**src/rtl/fetch_stage_regs_pkg.sv**
```systemverilog
// Shared fetch/decode pipeline definitions: bubble encoding, IF/ID state
// encoding and the IF/ID record layout.
package fetch_stage_regs_pkg;

   localparam int XLEN = 32;

   // sll $0,$0,0
   localparam logic [XLEN-1:0] DEFAULT_NOP_INSTR = 32'h0000_0000;

   typedef enum logic [1:0] {
      S_BUBBLE = 2'd0,
      S_VALID  = 2'd1,
      S_HOLD   = 2'd2
   } ifid_state_t;

   typedef struct packed {
      logic [XLEN-1:0] instr;
      logic [XLEN-1:0] pcplus4;
      logic            valid;
   } ifid_rec_t;

   function automatic logic state_is_valid(input ifid_state_t s);
      return (s == S_VALID) || (s == S_HOLD);
   endfunction

endpackage

```
**src/rtl/fetch_stage_regs_sat_counter.sv**
```systemverilog
// Event counter that sticks at all-ones; only reset clears it.
module sat_counter #(
   parameter int CNT_W = 16
) (
   input  logic             Clk,
   input  logic             Rst,
   input  logic             inc,
   output logic [CNT_W-1:0] count
);

   logic [CNT_W-1:0] count_reg;

   always_ff @(posedge Clk) begin
      if (Rst) begin
         count_reg <= '0;
      end else if (inc && (count_reg != {CNT_W{1'b1}})) begin
         count_reg <= count_reg + CNT_W'(1);
      end
   end

   assign count = count_reg;

endmodule

```
**src/rtl/fetch_stage_regs.sv**
```systemverilog
// PC register and IF/ID pipeline register under hazard-unit control, with
// deferred branch redirect and stall/flush debug counters.
module fetch_stage_regs
   import fetch_stage_regs_pkg::*;
#(
   parameter int               WIDTH     = 32,
   parameter logic [WIDTH-1:0] RESET_PC  = '0,
   parameter logic [WIDTH-1:0] NOP_INSTR = WIDTH'(DEFAULT_NOP_INSTR),
   parameter int               CNT_W     = 16
) (
   input  logic             Clk,
   input  logic             Rst,
   input  logic             PCWrite,
   input  logic             IFIDWrite,
   input  logic             IFIDFlush,
   input  logic             BranchTaken,
   input  logic [WIDTH-1:0] BranchTarget,
   input  logic [WIDTH-1:0] Instruction,
   output logic [WIDTH-1:0] PC_out,
   output logic [WIDTH-1:0] IFID_Instr,
   output logic [WIDTH-1:0] IFID_PCPlus4,
   output logic             IFID_Valid,
   output logic             RedirectPending,
   output logic [CNT_W-1:0] StallCount,
   output logic [CNT_W-1:0] FlushCount
);

   logic [WIDTH-1:0] pc_reg;
   logic             pend_reg;
   logic [WIDTH-1:0] pend_target_reg;
   logic [WIDTH-1:0] instr_reg;
   logic [WIDTH-1:0] pcplus4_reg;
   ifid_state_t      state_reg;
   ifid_state_t      state_next;
   logic             squash;
   logic             bubble_load;

   // A fetch issued in the same cycle as a taken branch is wrong-path.
   assign squash      = IFIDWrite & BranchTaken;
   assign bubble_load = IFIDFlush | squash;

   always_ff @(posedge Clk) begin
      if (Rst) begin
         pc_reg          <= RESET_PC;
         pend_reg        <= 1'b0;
         pend_target_reg <= '0;
      end else if (PCWrite) begin
         pend_reg <= 1'b0;
         if (BranchTaken) begin
            pc_reg <= BranchTarget;
         end else if (pend_reg) begin
            pc_reg <= pend_target_reg;
         end else begin
            pc_reg <= pc_reg + WIDTH'(4);
         end
      end else if (BranchTaken) begin
         // Newest branch wins if several arrive while frozen.
         pend_reg        <= 1'b1;
         pend_target_reg <= BranchTarget;
      end
   end

   always_ff @(posedge Clk) begin
      if (Rst) begin
         instr_reg   <= NOP_INSTR;
         pcplus4_reg <= '0;
      end else if (bubble_load) begin
         instr_reg   <= NOP_INSTR;
         pcplus4_reg <= '0;
      end else if (IFIDWrite) begin
         instr_reg   <= Instruction;
         pcplus4_reg <= pc_reg + WIDTH'(4);
      end
   end

   always_ff @(posedge Clk) begin
      if (Rst) begin
         state_reg <= S_BUBBLE;
      end else begin
         state_reg <= state_next;
      end
   end

   always_comb begin
      state_next = state_reg;
      if (bubble_load) begin
         state_next = S_BUBBLE;
      end else if (IFIDWrite) begin
         state_next = S_VALID;
      end else if (state_reg == S_VALID) begin
         state_next = S_HOLD;
      end
   end

   logic [1:0]       cnt_inc;
   logic [CNT_W-1:0] cnt_val [2];

   // Index 0 counts stalls, index 1 counts flushes; never both in one cycle.
   assign cnt_inc[0] = ~IFIDWrite & ~IFIDFlush;
   assign cnt_inc[1] = IFIDFlush;

   for (genvar gi = 0; gi < 2; gi++) begin : g_cnt
      sat_counter #(.CNT_W(CNT_W)) u_cnt (
         .Clk   (Clk),
         .Rst   (Rst),
         .inc   (cnt_inc[gi]),
         .count (cnt_val[gi])
      );
   end

   assign PC_out          = pc_reg;
   assign IFID_Instr      = instr_reg;
   assign IFID_PCPlus4    = pcplus4_reg;
   assign IFID_Valid      = state_is_valid(state_reg);
   assign RedirectPending = pend_reg;
   assign StallCount      = cnt_val[0];
   assign FlushCount      = cnt_val[1];

endmodule

```
**config.mk**
```make
export PLATFORM = sky130hd
export DESIGN_NAME = fetch_stage_regs
export DESIGN_NICKNAME = d
export VERILOG_FILES = /design/src/rtl/fetch_stage_regs_pkg.sv /design/src/rtl/fetch_stage_regs_sat_counter.sv /design/src/rtl/fetch_stage_regs.sv
export SDC_FILE = /design/constraint.sdc
export NUM_CORES = 1
export LEC_CHECK = 0
export CAP_MARGIN = 25
export CORE_ASPECT_RATIO = 0.8
export CORE_MARGIN = 5
export CORE_UTILIZATION = 40
export CTS_CLUSTER_SIZE = 12
export DETAILED_ROUTE_END_ITERATION = 12
export GPL_TIMING_DRIVEN = 0
export HOLD_SLACK_MARGIN = 0.08
export PLACE_DENSITY = 0.68
export SYNTH_ARGS = -nofsm -noshare
export SYNTH_HDL_FRONTEND = slang
export SYNTH_SLANG_ARGS = --single-unit
```
**constraint.sdc**
```tcl
create_clock -name Clk -period 3.2 [get_ports Clk]
set_clock_uncertainty 0.15 [all_clocks]
set_input_delay 0.32 -clock Clk [delete_from_list [all_inputs] [get_ports Clk]]
set_output_delay 0.32 -clock Clk [all_outputs]
set_load 0.02 [all_outputs]
```
==> qor.csv <==
stage,metric,value,unit
route,uppermost layer routed,met4,
timing,fmax,358.0,MHz
yosys,largest family of logic cells by synthesized area,simple AND/OR/NAND/NOR gates,
clocking,H-tree depth,4,
floorplanning,Boundary Pins,200,
timing,setup TNS,0,ps
floorplanning,Cell Rows,44,
yosys,"Seq/Total Area, Yosys",44.14,%
clocking,Clock Tree Buf Depth,2,
cells_and_area,fillcell total,1694,
clocking,cts hold-fix bufs,0,
global_routing,largest net degree at the start of global routing,17,
yosys,number of synthesized flops with an enable pin,0,
critical_path,WP data required,3360,ps
clocking,CTS Buf Count,17,
power_and_ir_drop,VDD IR-drop max,375.3,µV
clocking,worst-skew pair later-pin latency,430,ps
route,1st-iter DRT viols,707,
route,M1 wire length,11.80,mm
timing,max-slew violation count,0,
global_routing,global route overflow,0,
critical_path,"reg-to-reg slack, setup",410,ps
yosys,"Net Count, Synth",965,
yosys,YS warnings,0,
status,run status,finished clean,
global_routing,first-pass GRT wire length,37.76,mm
cells_and_area,final net count,1182,
timing,RSZ-0062 raised after global routing,false,
route,DR pass1 iterations,6,
timing,Least-Margin Pin Slew,895.0,ps
global_routing,initial antenna violation count,0,
yosys,"flops & latches, synth",163,
cells_and_area,design area,10280,µm²
timing,Slew headroom,39.84,%
clocking,clk root buf,clkbuf_16,
route,WL/cell,18.49,µm
clocking,"Setup Fix Bufs, Post-CTS",0,
timing,fin crit share,87.30,%
floorplanning,Die Ht,131.6,µm
yosys,"Avg Cell Area, Syn",8.298,µm²
yosys,Post-Syn Area,7393,µm²
power_and_ir_drop,Tot Pwr,4.960,mW
place,area post-placement,9658,µm²
clocking,CTS resizes,0,
route,DR WL met2,10.54,mm
yosys,mux contribution to synthesized area,5.957,%
critical_path,element type at the critical path start,flop,
clocking,"Reg clk slew, reported paths",70,ps
cells_and_area,sequential cell area,3263,µm²
place,Port Buffers,197,
route,vias per cell,5.485,
route,drc violations,0,
cells_and_area,layout cells sized above 1,3.925,%
floorplanning,initial core utilization,40.70,%
route,Routed WL,24.98,mm
yosys,"FFs w/ async S/R, synth",0,%
flow_run,max cap viols,0,
yosys,Yosys cell types,57,
cells_and_area,area delta synth->final,39.01,%
yosys,compound-gate portion of the synthesized area,18.68,%
yosys,adder-cell share of the synthesized area,0.6769,%
global_routing,vias in the first global route,6506,
route,Routed Antenna Nets,0,
place,DP HPWL,18.75,mm
critical_path,Crit path arrival time,2950,ps
route,met3 WL,2.368,mm
cells_and_area,Final Util,56.57,%
power_and_ir_drop,Power Density,482.7,nW/µm²
yosys,Main synth FF type,dfxtp_1,
hold_path,Hold WC Path Type,reg -> reg,
floorplanning,chip width,162,µm
floorplanning,CORE AREA,18170,µm²
yosys,Post-Synth XOR/XNOR Area,5.449,%
yosys,Gate Count Post-Synth,891,
power_and_ir_drop,Leak,3.581,nW
timing,final hold viol count,0,
cells_and_area,area of the multi-input gates,3830,µm²
cells_and_area,ANT cells,0,
place,routability congestion estimate from global placement,0.8944,
clocking,clk sink count,163,
global_routing,Tot GR Track Use,22.33,%
critical_path,crit end category,flop,
critical_path,critical path type,reg -> reg,
timing,Final Critical Period,2794,ps
timing,final setup fails,0,
route,vias,7410,
clocking,CTS tree,built,
floorplanning,DIE AREA,21320,µm²
yosys,Post-Synth Simple-Gate Area,21.04,%
critical_path,Crit Path Max Fanout,9,
[synthesized netlist by cell type, drive strengths merged (3+ instances only)]
| cell type | count | share of area [%] |
|---|---|---|
| nor3b | 4 | 0.41 |
| nor2 | 108 | 5.5 |
| a22oi | 12 | 1.2 |
| inv | 15 | 0.76 |
| nand2 | 98 | 5.0 |
| ha | 4 | 0.68 |
| a222oi | 4 | 0.54 |
| a31oi | 6 | 0.51 |
| clkbuf | 52 | 2.6 |
| o2111ai | 4 | 0.47 |
| o21ai | 59 | 4.0 |
| mux2i | 44 | 6.0 |
| or3 | 9 | 0.76 |
| buf | 12 | 0.66 |
| or2 | 3 | 0.25 |
| and4 | 9 | 1.1 |
| a211o | 4 | 0.47 |
| xnor2 | 30 | 3.6 |
| o22ai | 4 | 0.34 |
| o21a | 3 | 0.30 |
| xor2 | 16 | 1.9 |
| nor2b | 3 | 0.25 |
| nand3 | 21 | 1.5 |
| nor4 | 7 | 0.85 |
| a221oi | 4 | 0.47 |
| nand2b | 3 | 0.25 |
| a211oi | 11 | 1.1 |
| nand4 | 20 | 1.7 |
| and3 | 13 | 1.1 |
| o31a | 7 | 0.83 |
| a21oi | 88 | 6.0 |
| dfxtp | 163 | 44 |
| nor3 | 21 | 1.4 |
| o211ai | 3 | 0.30 |
| a2bb2oi | 3 | 0.36 |
[final cells by class]
| cell class | count | area share, % |
|---|---|---|
| inverters | 15 | 0.5478 |
| plain buffers | 64 | 2.374 |
| multi-input cells | 649 | 37.27 |
| well taps | 230 | 2.800 |
| flip-flops and latches | 163 | 31.75 |
| clock buffers | 17 | 4.139 |
| repair buffers | 198 | 19.24 |
| clock inverters | 15 | 1.887 |
[cell families (layout without fill, tap and decap cells)]
kind of cell,count (synthesis),count (layout)
mux,44,44
compound gates,227,227
simple gates,328,328
xor+xnor,46,46
buf+inv,79,309
fa+ha+maj,4,4
flops,163,163
[layout by cell type, fill, tap and decap left out, types with 5 or more instances in the layout]
cell type        count
dfxtp_1            163
clkbuf_1            52
nor3_1              21
nand3_1             20
inv_6                5
clkbuf_16           17
o21ai_0             59
a21oi_1             87
or3_1                9
xnor2_1             30
a31oi_1              6
and4_1               9
inv_1               15
mux2i_1             44
o31a_1               7
nand2_1             98
clkdlybuf4s50_1    197
and3_1              13
nor2_1             108
a22oi_1             12
xor2_1              16
buf_1                9
a211oi_1            11
nand4_1             20
[path summary, 6_finish.rpt]
check                                                         to  cells past startpoint                              from
worst max-delay path               IFID_PCPlus4[31]$_SDFFE_PP0P_                      7           PC_out[17]$_SDFFE_PP0P_
worst min-delay path            pend_target_reg[31]$_SDFFE_PP0P_                      2  pend_target_reg[31]$_SDFFE_PP0P_
worst max register to register     IFID_PCPlus4[31]$_SDFFE_PP0P_                      7           PC_out[17]$_SDFFE_PP0P_
worst min register to register  pend_target_reg[31]$_SDFFE_PP0P_                      2  pend_target_reg[31]$_SDFFE_PP0P_
[worst max-delay path, cell delays in order (launching register included)]
cell and delay, ps:
dfxtp_1 370, clkbuf_1 320, nand3_1 200, or4_1 410, buf_2 200, or4_4 580, xor2_1 350, a21oi_2 90
[layer usage]
layer  up-vias  GRT usage, %
li1       3600             -
met1      3435         33.46
met2       353         32.27
met3        22         5.416
met4         0         5.355
met5         -             0
[stage by stage]
stage | std cells | hold WS [ps] | setup WS [ps]
2_1_floorplan | 891 | 281.9 | 694.3
3_3_place_gp | 1318 | 290.2 | 299.2
3_5_place_dp | 1319 | 294.5 | 255.6
4_1_cts | 1351 | 303.8 | 464.4
5_1_grt | 1351 | 318.0 | 355.9
6_report | 1351 | 304.0 | 406.4
[power breakdown]
group          switching [mW]  internal, mW  leakage, nW  total [mW]
registers              0.0689          2.10         1.33        2.17
clock network           0.907          1.25        0.293        2.16
logic                   0.353         0.283         1.96       0.636
total                    1.33          3.63         3.58        4.96
Power figures use the tool's default switching activity.
